## config.mk

```make
export PLATFORM = sky130hd
export DESIGN_NAME = count_display
export DESIGN_NICKNAME = d
export VERILOG_FILES = /design/src/rtl/count_display.sv
export SDC_FILE = /design/constraint.sdc
export NUM_CORES = 1
export LEC_CHECK = 0
export ABC_AREA = 0
export CORE_UTILIZATION = 55
export DETAILED_ROUTE_END_ITERATION = 7
export PLACE_DENSITY = 0.78
export REMOVE_ABC_BUFFERS = 1
export SLEW_MARGIN = 10
export SYNTH_ARGS = -nofsm -noshare
export SYNTH_HDL_FRONTEND = slang
export SYNTH_SLANG_ARGS = --single-unit
```

## constraint.sdc

```tcl
create_clock -name clk -period 3.1 [get_ports clk]
set_input_delay 0.62 -clock clk [delete_from_list [all_inputs] [get_ports clk]]
set_output_delay 0.62 -clock clk [all_outputs]
set_load 0.02 [all_outputs]
```

## src/rtl/count_display.sv

```systemverilog
// count_display: registers a 4-bit count, splits it into two decimal digits,
// time-multiplexes them onto a two-digit common-anode 7-segment display and
// counts wrap-around events (15->0 and 0->15) with a saturating tally.
//   clk        system clock, rising edge
//   rst        asynchronous active-low reset
//   count      counter value 0..15
//   seg        segments, active-low, {g,f,e,d,c,b,a}
//   an         digit enables, active-low, an[0]=units, an[1]=tens
//   wrap_up    one-cycle pulse on a 15->0 transition
//   wrap_down  one-cycle pulse on a 0->15 transition
//   wrap_total wraps in either direction, saturating at 255
// Define COUNT_DISP_BLANK_EN to blank a leading-zero tens digit.
module count_display #(
  parameter int REFRESH_DIV = 50000
) (
  input  logic       clk,
  input  logic       rst,
  input  logic [3:0] count,
  output logic [6:0] seg,
  output logic [1:0] an,
  output logic       wrap_up,
  output logic       wrap_down,
  output logic [7:0] wrap_total
);
  localparam int PW = (REFRESH_DIV > 2) ? $clog2(REFRESH_DIV) : 1;
  localparam logic [PW-1:0] LAST = PW'(REFRESH_DIV - 1);
  localparam logic [0:0] DIG_UNITS = 1'b0;
  localparam logic [0:0] DIG_TENS  = 1'b1;

  logic [3:0]    count_q, prev_q, units;
  logic          tens, armed, primed, tick, up_hit, down_hit;
  logic [0:0]    state;
  logic [PW-1:0] presc;
  logic [6:0]    tens_seg, units_seg;

  function automatic logic [6:0] decode(input logic [3:0] d);
    case (d)
      4'd0:    decode = 7'h40;
      4'd1:    decode = 7'h79;
      4'd2:    decode = 7'h24;
      4'd3:    decode = 7'h30;
      4'd4:    decode = 7'h19;
      4'd5:    decode = 7'h12;
      4'd6:    decode = 7'h02;
      4'd7:    decode = 7'h78;
      4'd8:    decode = 7'h00;
      4'd9:    decode = 7'h10;
      default: decode = 7'h7F;
    endcase
  endfunction

  always_comb begin
    tens      = count_q >= 4'd10;
    units     = tens ? count_q - 4'd10 : count_q;
    tick      = presc == LAST;
    up_hit    = primed && prev_q == 4'd15 && count_q == 4'd0;
    down_hit  = primed && prev_q == 4'd0 && count_q == 4'd15;
    units_seg = decode(units);
`ifdef COUNT_DISP_BLANK_EN
    tens_seg  = tens ? decode(4'd1) : 7'h7F;
`else
    tens_seg  = decode({3'b000, tens});
`endif
  end

  // primed rises on the second edge after release, so the reset value of
  // prev_q is never compared against a real sample.
  always_ff @(posedge clk or negedge rst) begin
    if (!rst) begin
      count_q    <= '0;
      prev_q     <= '0;
      armed      <= 1'b0;
      primed     <= 1'b0;
      wrap_up    <= 1'b0;
      wrap_down  <= 1'b0;
      wrap_total <= '0;
      presc      <= '0;
      state      <= DIG_UNITS;
      seg        <= 7'h7F;
      an         <= 2'b11;
    end else begin
      count_q   <= count;
      prev_q    <= count_q;
      armed     <= 1'b1;
      primed    <= armed;
      wrap_up   <= up_hit;
      wrap_down <= down_hit;
      if ((up_hit || down_hit) && wrap_total != 8'hFF) wrap_total <= wrap_total + 8'd1;
      presc <= tick ? '0 : presc + 1'b1;
      if (tick) begin
        state <= ~state;
        an    <= (state == DIG_UNITS) ? 2'b01 : 2'b10;
        seg   <= (state == DIG_UNITS) ? tens_seg : units_seg;
      end
    end
  end
endmodule

```

Word level (Yosys, flattened, before mapping)
Memory sizes are Yosys's and may differ from the RTL's.
Index checks and enable logic that the tools add are counted.
{"block": "totals", "register_bits": 46, "mem_bits_ro": 112, "inputBits": 6, "out_inout_bits": 19, "wordCells": 35, "n_memories": 1}
{"block": "classes", "n_addsub": 3, "magnitude_cmp": 1, "n_eq_ne": 4, "n_mux": 5, "bitwise": 2, "reduce_logical": 8}
{"memory": "(name not given)", "words": 16, "width": 7, "rd": 1, "rd_ports_with_merged_regs": 0, "write_ports": 0, "line": "37", "rtl": "case (d)"}
{"op": "$add 16x1->16 const B", "count": 1}
{"op": "$eq 16x16->1 const B", "count": 1}
{"op": "$mux 16", "count": 1}
{"op": "$pmux 7 s2", "count": 1}
{"op": "$add 8x1->8 const B", "count": 1}
{"op": "$eq 4x4->1 const B", "count": 2}
{"op": "$logic_not 4->1", "count": 2}
{"op": "$ne 8x8->1 const B", "count": 1}
{"op": "$mux 7", "count": 1}
{"op": "$logic_and 1x1->1", "count": 5}
{"op": "$ge 4x4->1 const B", "count": 1}
{"op": "$mux 4", "count": 1}
{"op": "$sub 4x4->4 const B", "count": 1}
{"op": "$mux 2", "count": 1}
{"op": "$not 1->1", "count": 2}
{"op": "$logic_or 1x1->1", "count": 1}

Longest topological paths before layout
{"block": "depth", "ltp_word": 5, "depth_mapped": 9, "ltp_nobuf": 8}

Worst setup path before layout
Ideal clock, no wire load.
{"block": "synth_path", "kind": "register to register", "startpoint": "reg count_q[2]", "endpoint": "reg wrap_total[7]", "setup_ns": 0.125, "t_arrival_ns": 1.858, "required_ns": 2.975, "slack_ns": 1.117, "path_stages_with_launch": 7, "n_path_buf": 1, "period_less_slack_ns": 1.983, "cell_sequence": "dfrtp_1 > buf_6 > or3_4 > nor4_4 > nor2_2 > nor4b_2 > mux2_2"}
{"block": "synth_via", "elab_chain_cells": 4, "elab_cells_between_ends": 6, "cone_classes": "1 x eq/ne; 5 x reduce/logical"}
{"item": "start, declared", "line": "30", "rtl": "logic [3:0] count_q, prev_q, units;"}
{"item": "start signal, assigned", "line": "82", "rtl": "count_q <= count;"}
{"item": "$logic_not 4->1", "line": "56", "rtl": "up_hit = primed && prev_q == 4'd15 && count_q == 4'd0;"}
{"item": "$logic_and 1x1->1", "line": "56"}
{"item": "named net up_hit", "line": "31", "rtl": "logic tens, armed, primed, tick, up_hit, down_hit;"}
{"item": "$logic_or 1x1->1", "line": "88", "rtl": "if ((up_hit || down_hit) && wrap_total != 8'hFF) wrap_total <= wrap_total + 8'd1;"}
{"item": "$logic_and 1x1->1", "line": "88"}
{"item": "end signal, assigned", "line": "88"}
{"item": "end, declared", "line": "23", "rtl": "output logic [7:0] wrap_total"}
The timed path passes the listed nets, and every way through them passes these cells.
A chain may end at the register's enable or synchronous reset.

Worst setup path in the final report
Ends and elaborated chain as after synthesis.

==> metrics.md <==
| Metric | Value |
|---|---|
| Largest net degree at the start of global routing | 47 |
| Worst R2R Path Depth | 5 |
| Number of buffers inserted by hold repair at cts | 0 |
| Final hold vios | 0 |
| Power, Total | 1.13 mW |
| Power per Cell Area | 438 mW/mm2 |
| Logic pwr share | 6.3% |
| TritonRoute pass-1 iters | 4 |
| Cell row count | 22 |
| Setup_tns | 0 ps |
| CP required | 3290 ps |
| Final Max Tran Viols | 0 |
| CP top delay family | simple AND/OR/NAND/NOR gates |
| Commonest cells after routing, fill and taps aside | dfrtp_1, nor2_1, clkdlybuf4s50_1, nand2_1, inv_1 |
| Root Buffer | clkbuf_8 |
| Sw frac | 22.7% |
| Unrepaired setup endpoints after global routing | false |
| Commonest non-fill, non-tap cell in the layout | dfrtp_1 |
| Worst slew margin | 33.8% |
| Initial Util | 58.9% |
| Syn avg cell area | 10.7 um2 |
| Diodes inserted | 0 |
| Max-Cap Viols | 0 |
| Clock-pin slew on the worst setup and hold paths | 80 ps |
| Post-CTS setup buffer count | 0 |
| Grt ovf | 0 |
| Clock period minus worst slack | 2130 ps |
| Worst setup endpoint | wrap_total[7]$_DFFE_PN0P_ |
| Critical path arrival | 2320 ps |
| Die Area | 0.00426 mm2 |
| Fmax | 0.470 GHz |
| Net switching power | 0.257 mW |
| I/O Buffers | 24 |
| Crit path depth | 5 |
| Final number of setup-violating endpoints | 0 |
| Nets | 244 |
| Critical path endpoint category | flip-flop |
| TritonCTS buffer count | 5 |
| Total track usage | 20.2% |
| Vias | 1,537 |
| CTS tree | done |
| Clock tree buffer depth | 2 |
| Htree depth | 2 |
| Slowest Stage Delay on Critical Path | 490 ps |
| Clk sink count | 46 |
| FF+latch count, synth | 46 |
| RR Startpoint | count_q[2]$_DFF_PN0_ |
| Clk_skew | 6.25 ps |
| Fin crit share | 68.6% |
| Share of the synthesized area in the top cell type | 42.0% |
| Vias per cell | 5.47 |
| Wire per inst | 13.4 um |
| First-pass GRT wire length | 6360 um |
| Peak supply drop | 0.297 mV |
| Worst-skew pair later-pin latency | 300 ps |
| Share of total power in sequential cells | 54.9% |
| Synthesized netlist cell count | 205 |
| Synth area leaders | dfrtp_1, dfstp_2, xor2_1, nor2_1, ha_1 |
| DRC errors left | 0 |
| Critical path type | reg -> reg |
| Unique cell type count in the Yosys netlist | 44 |
| Layout area overhead | 17.2% |
| Top fanout value on the critical path | 10 |
| Die Y | 65.3 um |
| Cell taking the most area after synthesis | dfrtp_1 |
| DP HPWL | 2680 um |
| Starting DRT DRC Count | 92 |
| Width of the chip | 65.3 um |
| Fraction of layout cells with a size suffix above 1 | 12.9% |
| Crit start category | flip-flop |
| CP max-delay cell | dfrtp_1 |
| Final GP Congestion | 0.873 |
| Core Region | 0.00374 mm2 |
| Post-synth EDFFs | 0 |
| Post-cts sizing count | 0 |
| Worst R2R Setup Slack | 970 ps |
| Cell-internal power | 0.875 mW |
| Worst-Margin Slew | 993 ps |
| Async S/R FF share, synth | 100% |
| Clock share of power | 38.8% |
| Static Leakage | 1.13 nW |
| Crit-path cells | or3_4 -> nor4_4 -> nor2_2 -> nor4b_2 -> mux2_2 |
| R2r endpoint | wrap_total[7]$_DFFE_PN0P_ |
| Seq/Total Area, Yosys | 52.8% |
| # IOs | 25 |
| Routed Antenna Nets | 0 |
| Crit path from | count_q[2]$_DFF_PN0_ |
| Drt total wl | 3760 um |
| Most used DFF post-synth | dfrtp_1 |
| Initial antenna violation count | 0 |
| CP bufs+invs | 0 |
| Number of synthesis warnings | 0 |
| Hold/Removal Path Class | reg -> reg |
| Vias in the first global route | 1,418 |
| Status | finished, final reports clean |
| Post-Syn Area | 0.00220 mm2 |
## cell families (layout without fill, tap and decap cells)
kind of cell	Yosys count	in the layout	synth area share (%)
other	1	1	0.170
AND/OR/NAND/NOR	79	79	20.9
adder cells (fa/ha/maj)	6	6	3.41
buffers and inverters	17	45	3.52
flip-flops	46	46	52.8
multiplexers	7	7	3.41
XOR/XNOR	18	18	7.15
AO/OA/AOI/OAI	31	31	8.69
## per-layer routing
layer	up-vias	wire [um]	global-route usage, %
met5	-	0	0
met4	0	55	7.34
met3	6	212	5.90
met2	46	1610	29.9
met1	720	1880	28.0
li1	765	-	-
## registers in the layout, indices dropped and copies added, names as in the netlist
signal      flops
armed           1
wrap_total      8
prev_q          4
count_q         4
wrap_up         1
presc          16
seg             7
wrap_down       1
state           1
primed          1
an              2
## worst min-delay path by stage
stage	startpoint	slack, ps	end	cells past startpoint
6_report	armed$_DFF_PN0_	350	primed$_DFF_PN0_	0
4_1_cts	armed$_DFF_PN0_	360	primed$_DFF_PN0_	0
5_1_grt	armed$_DFF_PN0_	360	primed$_DFF_PN0_	0
3_5_place_dp	armed$_DFF_PN0_	340	primed$_DFF_PN0_	0
2_1_floorplan	rst	320	armed$_DFF_PN0_	0
3_3_place_gp	armed$_DFF_PN0_	330	primed$_DFF_PN0_	0
## power by group through the flow
stage                     Clock [mW]  Combinational, mW  Sequential, mW
final                          0.439             0.0715           0.621
after global routing           0.470             0.0804           0.623
after CTS                      0.448             0.0724           0.621
after detailed placement           0             0.0721           0.633
after global placement             0             0.0706           0.632
after floorplan                    0             0.0374           0.633
## metrics by stage
step / setup slack (ps) / instances / instance area [um2] / hold slack (ps) / util [%]
after floorplan: 931 / 200 / 2170 / 324 / -
after global placement: 1020 / 273 / 2470 / 334 / 66.1
after detailed placement: 971 / 273 / 2470 / 336 / 66.1
after CTS: 962 / 281 / 2580 / 355 / 69.0
after global routing: 870 / 281 / 2580 / 360 / 69.0
final: 973 / 281 / 2580 / 353 / 69.0
## cell type report
class,instances,area (um2)
Tap cell,48,60.1
Clock inverter,3,40.0
Timing Repair Buffer,25,243
Multi-Input combinational cell,142,963
Sequential cell,46,1160
Inverter,12,45.0
Fill cell,302,1160
Clock buffer,5,68.8
## cells in the mapped netlist (all sizes together), types with 2 or more instances
cell type,n
or4bb,2
dfstp,9
ha,6
nand3,8
nand2b,2
nor4,3
nor4b,2
nor3,3
a21oi,7
nand3b,2
o21ai,9
dfrtp,37
o21a,2
a31oi,3
xnor2,7
xor2,11
nand2,20
nor2b,2
buf,4
mux2,4
and4,2
mux2i,3
o22ai,3
nor2,24
inv,12
nand4,5
(Power assumes the default switching activity.)
